[src/rtl/fifo_pkg.sv]
// Shared defaults and sizing helpers for the synchronous FIFO.
package fifo_pkg;

  localparam int unsigned DEF_DATA_W = 8;
  localparam int unsigned DEF_DEPTH  = 8;

  // Ceiling log2 usable in constant expressions; clog2(1) == 0.
  function automatic int unsigned clog2(input int unsigned value);
    int unsigned res;
    int unsigned rem;
    res = 0;
    rem = value - 1;
    while (rem > 0) begin
      res = res + 1;
      rem = rem >> 1;
    end
    return res;
  endfunction

  localparam int unsigned DEF_CNT_W = clog2(DEF_DEPTH) + 1;

endpackage

[src/rtl/fifo_ram.sv]
// DEPTH x DATA_W storage: synchronous write port, registered read port.
module fifo_ram
  import fifo_pkg::*;
#(
  parameter int unsigned DATA_W = DEF_DATA_W,
  parameter int unsigned DEPTH  = DEF_DEPTH,
  parameter int unsigned AW     = clog2(DEPTH)
) (
  input  logic              clk,
  input  logic              rst_n,
  input  logic              wr_en,
  input  logic [AW-1:0]     wr_addr,
  input  logic [DATA_W-1:0] wr_data,
  input  logic              rd_en,
  input  logic [AW-1:0]     rd_addr,
  output logic [DATA_W-1:0] rd_data
);

  logic [DATA_W-1:0] r_mem [DEPTH];
  logic [DATA_W-1:0] r_rd_data;

  // Array is deliberately unreset; only the read register is.
  always_ff @(posedge clk) begin
    if (wr_en) begin
      r_mem[wr_addr] <= wr_data;
    end
  end

  always_ff @(posedge clk or negedge rst_n) begin
    if (!rst_n) begin
      r_rd_data <= '0;
    end else if (rd_en) begin
      r_rd_data <= r_mem[rd_addr];
    end
  end

  assign rd_data = r_rd_data;

endmodule

[src/rtl/sync_fifo.sv]
// Single-clock FIFO: pointers, occupancy counter, threshold flags, sticky errors.
module sync_fifo
  import fifo_pkg::*;
#(
  parameter int unsigned DATA_W = DEF_DATA_W,
  parameter int unsigned DEPTH  = DEF_DEPTH,
  parameter int unsigned AF_TH  = DEPTH - 2,
  parameter int unsigned AE_TH  = 2
) (
  input  logic                   clk,
  input  logic                   rst_n,
  input  logic                   clear,
  input  logic                   wr_en,
  input  logic [DATA_W-1:0]      data_in,
  input  logic                   rd_en,
  output logic [DATA_W-1:0]      data_out,
  output logic                   full_flag,
  output logic                   empty_flag,
  output logic                   almost_full,
  output logic                   almost_empty,
  output logic [clog2(DEPTH):0]  count,
  output logic                   overflow,
  output logic                   underflow
);

  localparam int unsigned AW    = clog2(DEPTH);
  localparam int unsigned CNT_W = AW + 1;

  if ((DEPTH < 2) || ((DEPTH & (DEPTH - 1)) != 0)) begin : g_bad_depth
    $error("sync_fifo: DEPTH must be a power of two >= 2");
  end
  if ((AE_TH >= AF_TH) || (AF_TH > DEPTH)) begin : g_bad_thresholds
    $error("sync_fifo: thresholds must satisfy AE_TH < AF_TH <= DEPTH");
  end

  logic [AW-1:0]    r_wr_ptr, r_rd_ptr;
  logic [CNT_W-1:0] r_count;
  logic             r_overflow, r_underflow;

  logic [AW-1:0]    w_wr_ptr_nxt, w_rd_ptr_nxt;
  logic [CNT_W-1:0] w_count_nxt;
  logic             w_overflow_nxt, w_underflow_nxt;
  logic             w_full, w_empty, w_wr_acc, w_rd_acc;

  assign w_full   = (r_count == CNT_W'(DEPTH));
  assign w_empty  = (r_count == '0);
  // Full FIFO still takes a write when a read frees a slot in the same edge.
  assign w_wr_acc = wr_en && (!w_full || rd_en) && !clear;
  assign w_rd_acc = rd_en && !w_empty && !clear;

  always_comb begin
    w_wr_ptr_nxt    = r_wr_ptr;
    w_rd_ptr_nxt    = r_rd_ptr;
    w_count_nxt     = r_count;
    w_overflow_nxt  = r_overflow;
    w_underflow_nxt = r_underflow;
    if (clear) begin
      w_wr_ptr_nxt    = '0;
      w_rd_ptr_nxt    = '0;
      w_count_nxt     = '0;
      w_overflow_nxt  = 1'b0;
      w_underflow_nxt = 1'b0;
    end else begin
      if (w_wr_acc) w_wr_ptr_nxt = r_wr_ptr + AW'(1);
      if (w_rd_acc) w_rd_ptr_nxt = r_rd_ptr + AW'(1);
      case ({w_wr_acc, w_rd_acc})
        2'b10:   w_count_nxt = r_count + CNT_W'(1);
        2'b01:   w_count_nxt = r_count - CNT_W'(1);
        default: w_count_nxt = r_count;
      endcase
      if (wr_en && !w_wr_acc) w_overflow_nxt  = 1'b1;
      if (rd_en && !w_rd_acc) w_underflow_nxt = 1'b1;
    end
  end

  always_ff @(posedge clk or negedge rst_n) begin
    if (!rst_n) begin
      r_wr_ptr    <= '0;
      r_rd_ptr    <= '0;
      r_count     <= '0;
      r_overflow  <= 1'b0;
      r_underflow <= 1'b0;
    end else begin
      r_wr_ptr    <= w_wr_ptr_nxt;
      r_rd_ptr    <= w_rd_ptr_nxt;
      r_count     <= w_count_nxt;
      r_overflow  <= w_overflow_nxt;
      r_underflow <= w_underflow_nxt;
    end
  end

  fifo_ram #(
    .DATA_W (DATA_W),
    .DEPTH  (DEPTH),
    .AW     (AW)
  ) u_ram (
    .clk     (clk),
    .rst_n   (rst_n),
    .wr_en   (w_wr_acc),
    .wr_addr (r_wr_ptr),
    .wr_data (data_in),
    .rd_en   (w_rd_acc),
    .rd_addr (r_rd_ptr),
    .rd_data (data_out)
  );

  // Status flags decode the registered count directly.
  assign count        = r_count;
  assign full_flag    = w_full;
  assign empty_flag   = w_empty;
  assign almost_full  = (r_count >= CNT_W'(AF_TH));
  assign almost_empty = (r_count <= CNT_W'(AE_TH));
  assign overflow     = r_overflow;
  assign underflow    = r_underflow;

endmodule
[config.mk]
export PLATFORM = sky130hd
export DESIGN_NAME = sync_fifo
export DESIGN_NICKNAME = d
export VERILOG_FILES = /design/src/rtl/fifo_pkg.sv /design/src/rtl/fifo_ram.sv /design/src/rtl/sync_fifo.sv
export SDC_FILE = /design/constraint.sdc
export NUM_CORES = 1
export LEC_CHECK = 0
export ABC_CLOCK_PERIOD_IN_PS = 4500
export CAP_MARGIN = 25
export CORE_AREA = 2 2 80 82
export DETAILED_ROUTE_END_ITERATION = 12
export DIE_AREA = 0 0 82 84
export PLACE_DENSITY = 0.89
export SKIP_CTS_REPAIR_TIMING = 1
export SYNTH_ARGS = -nofsm -noshare
export SYNTH_HDL_FRONTEND = slang
export SYNTH_SLANG_ARGS = --single-unit
[constraint.sdc]
create_clock -name clk -period 4.5 [get_ports clk]
set_input_delay 0.9 -clock clk [delete_from_list [all_inputs] [get_ports clk]]
set_output_delay 0.9 -clock clk [all_outputs]
set_load 0.01 [all_outputs]
* Word level (Yosys, flattened, before mapping) *
Memories as Yosys holds them, arrays and structs flattened. A register that Yosys moved wholly into a read port is not among the register bits.
Cells that the tools add are included.

word-level totals
  output and inout bits = 18
  latch bits = 0
  input port bits = 13
  ROM bits = 0
  bits in writable memories = 64
  register bits after elaboration = 12
  logic and storage cells = 46
  memories kept = 1

memories
  memory       depth  bits a word  read ports  clocked after memory_dff  write ports  line            source
  u_ram.r_mem  8      8            1           1                         1            fifo_ram.sv:19  logic [DATA_W-1:0] r_mem [DEPTH];

cells by class
  add/subtract/negate cells = 4
  muxes and demuxes = 12
  $mul = 0
  shifts and indexed selects = 0
  divide/modulo/power cells = 0
  bitwise logic cells = 0
  equality and inequality tests = 3
  magnitude comparators = 2
  reductions and logical operators = 19

operators by type and width
  operator                                                                           number
  3-bit 2-to-1 mux                                                                   4
  4-bit one-hot mux with 2 select lines                                              1
  2-bit nonzero test                                                                 4
  3-bit by 1-bit adder with 3-bit output (second input constant)                     2
  1-bit logical AND                                                                  6
  1-bit logical NOT                                                                  6
  1-bit 2-to-1 mux                                                                   6
  4-bit by 1-bit adder with 4-bit output (second input constant)                     1
  4-bit == test (second input constant)                                              1
  4-bit by 3-bit >= comparator with 1-bit output (second input constant)             1
  4-bit by 2-bit less-or-equal comparator with 1-bit output (second input constant)  1
  4-bit logical NOT                                                                  1
  4-bit 2-to-1 mux                                                                   1
  4-bit by 1-bit subtractor with 4-bit output (second input constant)                1
  3-bit nonzero test                                                                 1
  2-bit by 1-bit == test with 1-bit output (second input constant)                   1
  2-bit == test (second input constant)                                              1
  1-bit logical OR                                                                   1

* Longest topological paths before layout *
Gate-level depths: netlist of the first run.

  word-level depth = 9
  gate-level depth with buffers = 8
  gate-level depth less buffers = 7

* Hierarchy *
Synthesis of the first run repeated with hierarchy kept, for this count alone.

second synthesis, totals
  cell total of the unflattened synthesis = 245
  area total of the unflattened synthesis = 3624.7 sq um

by module, submodules not included
  module     cells an instance  instances  seq. area each (sq um)  area an instance (sq um)
  fifo_ram   169                1          2122.0                  2861.5
  sync_fifo  76                 1          300.3                   763.2

* Worst setup path after synthesis of the first run *
Ideal clock, no wire load.

  kind = in2reg
  start point = input port clear
  end point = register r_count[3] (netlist: count[3])
  stages = 8
  buffers on the path = 2
  arrival time = 2794 ps
  setup time = 124 ps
  data required time = 4376 ps
  slack = 1582 ps
  cells stage by stage = clkbuf_1 -> clkbuf_1 -> nor3_1 -> ha_1 -> a21o_1 -> a2111oi_0 -> nor4b_1 -> a211o_1

on the way
  cells in the longest elaborated chain, start to end = 5
  elaborated cells on any way between the ends = 8
  classes of those cells = eq/ne (2); mux (2); reduce/logical (4)

ends and longest elaborated chain
  what                                                                              line                              source
  from (decl)                                                                       sync_fifo.sv:12                   input logic clear,
  1-bit logical NOT                                                                 sync_fifo.sv:48, sync_fifo.sv:49
  1-bit logical AND (on tied branches)                                              sync_fifo.sv:49, sync_fifo.sv:48
  2-bit by 1-bit == test with 1-bit output / 2-bit == test (equally long branches)  sync_fifo.sv:66                   case ({w_wr_acc, w_rd_acc})
  4-bit one-hot mux with 2 select lines                                             sync_fifo.sv:66
  4-bit 2-to-1 mux                                                                  sync_fifo.sv:57                   if (clear) begin
  to (signal assigned)                                                              sync_fifo.sv:86                   r_count <= w_count_nxt;
  to (decl)                                                                         sync_fifo.sv:37                   logic [CNT_W-1:0] r_count;

Several ways; a longest one is shown, not always the timed one.
A chain may end at the register's enable or synchronous reset.

* Worst setup path in the final report of the first run *
  start point = input port rd_en
  end point = register r_count[3] (netlist: count[3])

on the way
  cells in the longest elaborated chain, start to end = 6
  elaborated cells on any way between the ends = 10
  classes of those cells = eq/ne (2); mux (2); reduce/logical (6)

ends and longest elaborated chain
  what                                                                              line             source
  from (decl)                                                                       sync_fifo.sv:15  input logic rd_en,
  1-bit logical OR                                                                  sync_fifo.sv:48  assign w_wr_acc = wr_en && (!w_full || rd_en) && !clear;
  1-bit logical AND (2 in a row)                                                    sync_fifo.sv:48
  2-bit by 1-bit == test with 1-bit output / 2-bit == test (equally long branches)  sync_fifo.sv:66
  4-bit one-hot mux with 2 select lines                                             sync_fifo.sv:66
  4-bit 2-to-1 mux                                                                  sync_fifo.sv:57

Several ways; a longest one is shown, not always the timed one.

==> qor.txt, run 1 <==
Status: finished, final reports clean
Post-synth ARST share: 0.238
Worst hold start: overflow
Die footprint: 6890 um2
Min-Delay Endpoint: overflow
Cts bufs inserted: 9
Top Usage Layer GRT: met2
Routed vias: 2007
Initial DRC Count: 250
Worst R2R Start: count[2]
Drt drc: 0
Worst-path fanout max: 11
Syn-to-layout area delta: 16.5%
Largest net degree at the start of global routing: 21
Peak VDD IR: 0.251 mV
Clock period minus final worst setup slack: 3.26 ns
Ys Warns: 0
GPL Wtd Cong: 0.822
Final Non-Filler Cells: 341
Syn Area/Cell: 16.0 um2
Syn nets: 242
Clk_lat worst skew: 0.35 ns
Clk_skew: 0.0106 ns
Core area: 6100 um2
Placed instance count: 325
First-pass GRT wire length: 10100 um
Pwr dens: 473 nW/um2
Layout fillers: 381
Met3 GRT Util: 0.0617
Worst endpoint required time: 4.74 ns
Root Driver: clkbuf_8
Pleak: 1.45 nW
Initial antenna violation count: 0
Die width: 82 um
Max Clk Rate: 0.307 GHz
Terminus of the critical flop-to-flop path: count[3]
Nets: 277
Synth Cell Area: 3590 um2
DP Area: 3990 um2
Final hold violations: 0
Unrepaired setup endpoints after global routing: no
H-tree levels: 3
Detailed Route WL: 6440 um
Final Cell Area: 4180 um2
Cells after Synth: 224
Global Route Usage Sum: 0.206
Worst setup margin: 1.24 ns
Worst slew pin tran: 0.912 ns
Starting Density: 0.589
Die H: 84 um
Sequential area share after synthesis: 0.675
Power, Total: 1.98 mW
Drt pass-1 iters: 5
Number of enable flip-flop cells after synthesis: 64
Antenna Cells: 0
Buffers from clock root to sink, at most: 2
Hold path depth: 2
Vias per inst: 5.89
DP HPWL: 4240 um
Clock transition at path regs: 0.08 ns
Most common cell after layout, fill and taps aside: edfxtp_1
Synth unique cells: 44
Critical Path AT: 3.50 ns
Top Ports: 31
Max-cap violations: 0
Max-slew headroom: 0.390
Final slew viol count: 0
Vias in the first global route: 1967
Most frequent cells in the layout: 64 x edfxtp_1, 30 x clkdlybuf4s50_1, 21 x nor2_1
CTS sink cnt: 84
R2R depth: 7
Hold Path Class: register to register
CTS tree: done
Dpl ws: 0.866 ns
Global route overflow: 0
Critical path launch point type: input port
Top FF cell, synth: edfxtp_1
Slack of the worst reg-to-reg path: 1.95 ns
Setup crit end kind: register
Worst Setup Path Type: input port to register
Grt met2 use: 0.322
Antenna viol nets, final: 0
Setup TNS: 0 ns
Global Route met1 Usage: 0.273
Wire per inst: 18.9 um
# setup viols final: 0
Synthesis-stage register bit count: 84
Tcrit/Tclk final: 0.724
Layout cells sized above 1: 0.174
Placement Rows: 29
PortBufs: 30
==> synthesized netlist by cell type, drive strengths merged, types with 2 or more instances <==
library cell  number  area [um2]
nor3               8        40.0
nor4b              2        17.5
inv                3        11.3
mux4              16         360
buf               12        78.8
nor4               3        18.8
or3                3        18.8
nand2b             2        12.5
xnor2              2        17.5
a21o               2        16.3
xor2               3        26.3
dfrtp             20         500
edfxtp            64        1920
mux2i              8        80.1
o21ai              3        26.3
a221oi             2        23.8
nand2              9        33.8
clkbuf             3        11.3
a21oi             16        80.1
nand3              3        15.0
ha                 4        50.1
nor2              21        78.8
==> registers in the layout, summed over array words and instances, names as in the netlist <==
register	cells
overflow	1
u_ram.rd_data	8
count	4
underflow	1
r_rd_ptr	3
u_ram.r_mem	64
r_wr_ptr	3
==> routing by layer <==
metal  share of wire  wire, um
met5               0         0
met4           0.011        72
met3           0.075       481
met2            0.51      3290
met1            0.40      2600
==> worst max-delay path by stage <==
stage | from | cells after the start | endpoint | slack, ns
after detailed placement | rd_en | 8 | count[3] | 0.87
after global placement | rd_en | 8 | count[3] | 1.00
after global routing | rd_en | 8 | count[3] | 1.08
after floorplan | clear | 8 | count[3] | 1.58
final | rd_en | 8 | count[3] | 1.24
after CTS | rd_en | 8 | count[3] | 1.24
==> kinds of logic after synthesis <==
group / share of synthesized area
flops: 0.675
simple gates: 0.0763
compound gates: 0.0655
mux: 0.123
buf+inv: 0.0293
xor+xnor: 0.0122
fa+ha+maj: 0.0195
==> worst max-delay path, cell delays in order <==
cell	delay, ns
clkdlybuf4s50_1	0.77
o41ai_4	0.20
nor3_1	0.36
ha_1	0.31
a21o_1	0.16
a2111oi_0	0.42
nor4b_1	0.10
a211o_1	0.27
==> cell type report <==
class	count	area, um2	share of cell area
Sequential cell	84	2420	0.579
Multi-Input combinational cell	121	1060	0.254
Tap cell	77	96.3	0.0230
Inverter	4	15.0	0.00359
Clock inverter	6	71.3	0.0170
Clock buffer	10	128	0.0305
Timing Repair Buffer	39	388	0.0927
==> metrics by stage <==
stage | hold WS, ns | util
after floorplan | 0.527 | -
after global placement | 0.484 | 0.649
after detailed placement | 0.500 | 0.654
after CTS | 0.517 | 0.686
after global routing | 0.533 | 0.686
final | 0.511 | 0.686
==> power by group <==
group / total (mW) / switching, mW / internal (mW)
logic: 0.466 / 0.216 / 0.250
registers: 0.979 / 0.0817 / 0.898
clock network: 0.533 / 0.271 / 0.261
Power figures use the tool's default switching activity.
==> run 2, diff against run 1 <==
- ABC_CLOCK_PERIOD_IN_PS: 4500 -> 3000
- CORE_AREA: 2 2 80 82 -> 2 2 83 85
- DIE_AREA: 0 0 82 84 -> 0 0 85 87
- PLACE_DENSITY: 0.89 -> 0.84
- clock period: 4.5 -> 3 ns (I/O delays scaled with it)
==> run 2 against run 1 <==
Against the previous run: critical path depth decreased by 5; register-to-register slack got worse by 1.4 ns; largest cell class unchanged; critical path type is now register to output port; clock power increased by 38%; die area increased by 7.4%; first-iteration DRC count decreased by 54%; final cell count increased by 3.8%.
==> qor.txt, run 2 (synthesis results as in run 1) <==
# setup viols final: 0 (unchanged)
Global Route Usage Sum: 0.192 (-0.0141)
Max Clk Rate: 0.355 GHz
Cts bufs inserted: 9 (unchanged)
Hold path depth: 2 (unchanged)
Max-slew headroom: 0.456 (+0.0658)
Starting Density: 0.547 (-0.0424)
Top Ports: 31 (unchanged)
DP HPWL: 4260 um (+0.53%)
Max-cap violations: 0 (unchanged)
Most common cell after layout, fill and taps aside: edfxtp_1
Drt pass-1 iters: 4 (-1)
Placement Rows: 30 (+3.4%)
Setup crit end kind: output port
Largest net degree at the start of global routing: 21 (unchanged)
Die width: 85 um (+3.7%)
Hold slack: 0.506 ns (-0.00479 ns)
Vias per inst: 5.84 (-0.79%)
Pleak: 1.49 nW (+3.1%)
Crit-path cells: or4_4 > clkinv_1 > clkdlybuf4s50_1
First-pass GRT wire length: 10300 um (+2.2%)
Most frequent cells in the layout: 64 x edfxtp_1, 30 x clkdlybuf4s50_1, 21 x nor2_1
Tcrit/Tclk final: 0.939
Worst Setup Path Type: register to output port
Worst endpoint required time: 2.40 ns (-2.34 ns)
Buffers from clock root to sink, at most: 2 (unchanged)
Max reg flops: 64 (unchanged)
Worst hold start: underflow
Layout cells sized above 1: 0.208 (+0.0338)
DP Area: 4040 um2 (+1.5%)
Critical Path AT: 2.22 ns (-1.28 ns)
Core area: 6570 um2 (+7.8%)
Final hold violations: 0 (unchanged)
Setup TNS: 0 ns (unchanged)
Pwr dens: 690 nW/um2 (+46%)
CTS tree: done
Status: finished, final reports clean
Clock transition at path regs: 0.08 ns (about the same)
Die H: 87 um (+3.6%)
CP max stage cell: or4_4
Clk_skew: 0.00855 ns (-0.00205 ns)
CTS sink cnt: 84 (unchanged)
Nets: 287 (+3.6%)
Fin util: 0.643 (-0.0429)
Unrepaired setup endpoints after global routing: no
Root Driver: clkbuf_8
Final Cell Area: 4230 um2 (+1.0%)
GPL Wtd Cong: 0.838 (+2.0%)
Syn-to-layout area delta: 17.7%
Slack of the worst reg-to-reg path: 0.51 ns (-1.44 ns)
Clock period minus final worst setup slack: 2.82 ns
Critical path launch point type: register
PortBufs: 30 (unchanged)
Clk_lat worst skew: 0.36 ns (about the same)
Terminus of the critical flop-to-flop path: count[3]
Die footprint: 7400 um2 (+7.4%)
Largest reg by FF count: u_ram.r_mem
Worst-path fanout max: 12 (+1)
Vias in the first global route: 1974 (+0.36%)
Final slew viol count: 0 (unchanged)
Antenna Cells: 0 (unchanged)
Min-Delay Endpoint: underflow
R2R depth: 7 (unchanged)
Hold Path Class: register to register
Global route overflow: 0 (unchanged)
Wire per inst: 18.7 um (-0.80%)
H-tree levels: 3 (unchanged)
Worst R2R Start: count[2]
Detailed Route WL: 6630 um (+3.0%)
Antenna viol nets, final: 0 (unchanged)
Drt drc: 0 (unchanged)
Initial DRC Count: 115 (-54%)
Worst slew pin tran: 0.816 ns (-0.0958 ns)
Routed vias: 2067 (+3.0%)
Crit-path max cell delay: 0.67 ns (-0.10 ns)
Peak VDD IR: 0.407 mV (+62%)
Initial antenna violation count: 0 (unchanged)
[run 2: cell types whose count changed in the layout (fill, tap and decap cells not counted), sizes merged]
cell / change
buf: +10
bufinv: -1
clkbuf: -1
clkinv: +2
clkinvlp: -1
inv: +1
[run 2: worst max path at each step]
stage | startpoint | end | slack [ns] | depth (start not counted)
2_1_floorplan | clear | count[3] | 0.38 | 8
3_3_place_gp | rd_en | count[3] | 0.25 | 8
3_5_place_dp | rd_en | count[3] | 0.15 | 8
4_1_cts | count[2] | empty_flag | 0.18 | 3
5_1_grt | count[2] | empty_flag | 0.13 | 3
6_report | count[2] | empty_flag | 0.18 | 3
[run 2: routing by layer]
| metal | GRT usage | up-vias | wire (um) |
|---|---|---|---|
| met5 | 0 | - | 0 |
| li1 | - | 954 | - |
| met3 | 0.0455 | 7 | 536 |
| met4 | 0.0996 | 0 | 91 |
| met2 | 0.312 | 87 | 3380 |
| met1 | 0.242 | 1019 | 2620 |
[run 2: worst max-delay path: cells and delay by family (launching register included)]
family / cells / cell delay [ns]
AND/OR/NAND/NOR: 1 / 0.67
buffers and inverters: 2 / 0.67
flip-flops: 1 / 0.53
[run 2: area by class of cell]
cell class,count,area (um2)
clock buffers,9,124
clock inverters,7,58.8
fillers,420,2340
inverters,4,15.0
multi-input cells,121,1060
flip-flops and latches,84,2420
well taps,80,100
repair buffers,49,443
[run 2: through the flow]
step / power, mW / setup slack [ns] / cells
floorplan: 1.92 / 0.382 / 224
global placement: 2.19 / 0.245 / 338
detailed placement: 2.21 / 0.148 / 338
CTS: 2.94 / 0.180 / 354
global route: 3.05 / 0.128 / 354
finish: 2.92 / 0.183 / 354
[run 2: where the power goes]
part           switching [mW]  total (mW)  internal [mW]
Combinational           0.334       0.718          0.384
Clock                   0.422       0.735          0.313
Sequential              0.118        1.46           1.35
Total                   0.874        2.92           2.04
==> run 3, diff against run 2 <==
- CAP_MARGIN: 25 -> 20
- SLEW_MARGIN: not set -> 5
==> results of run 3 <==
Final layout, timing and power as in run 2 (identical DEF).
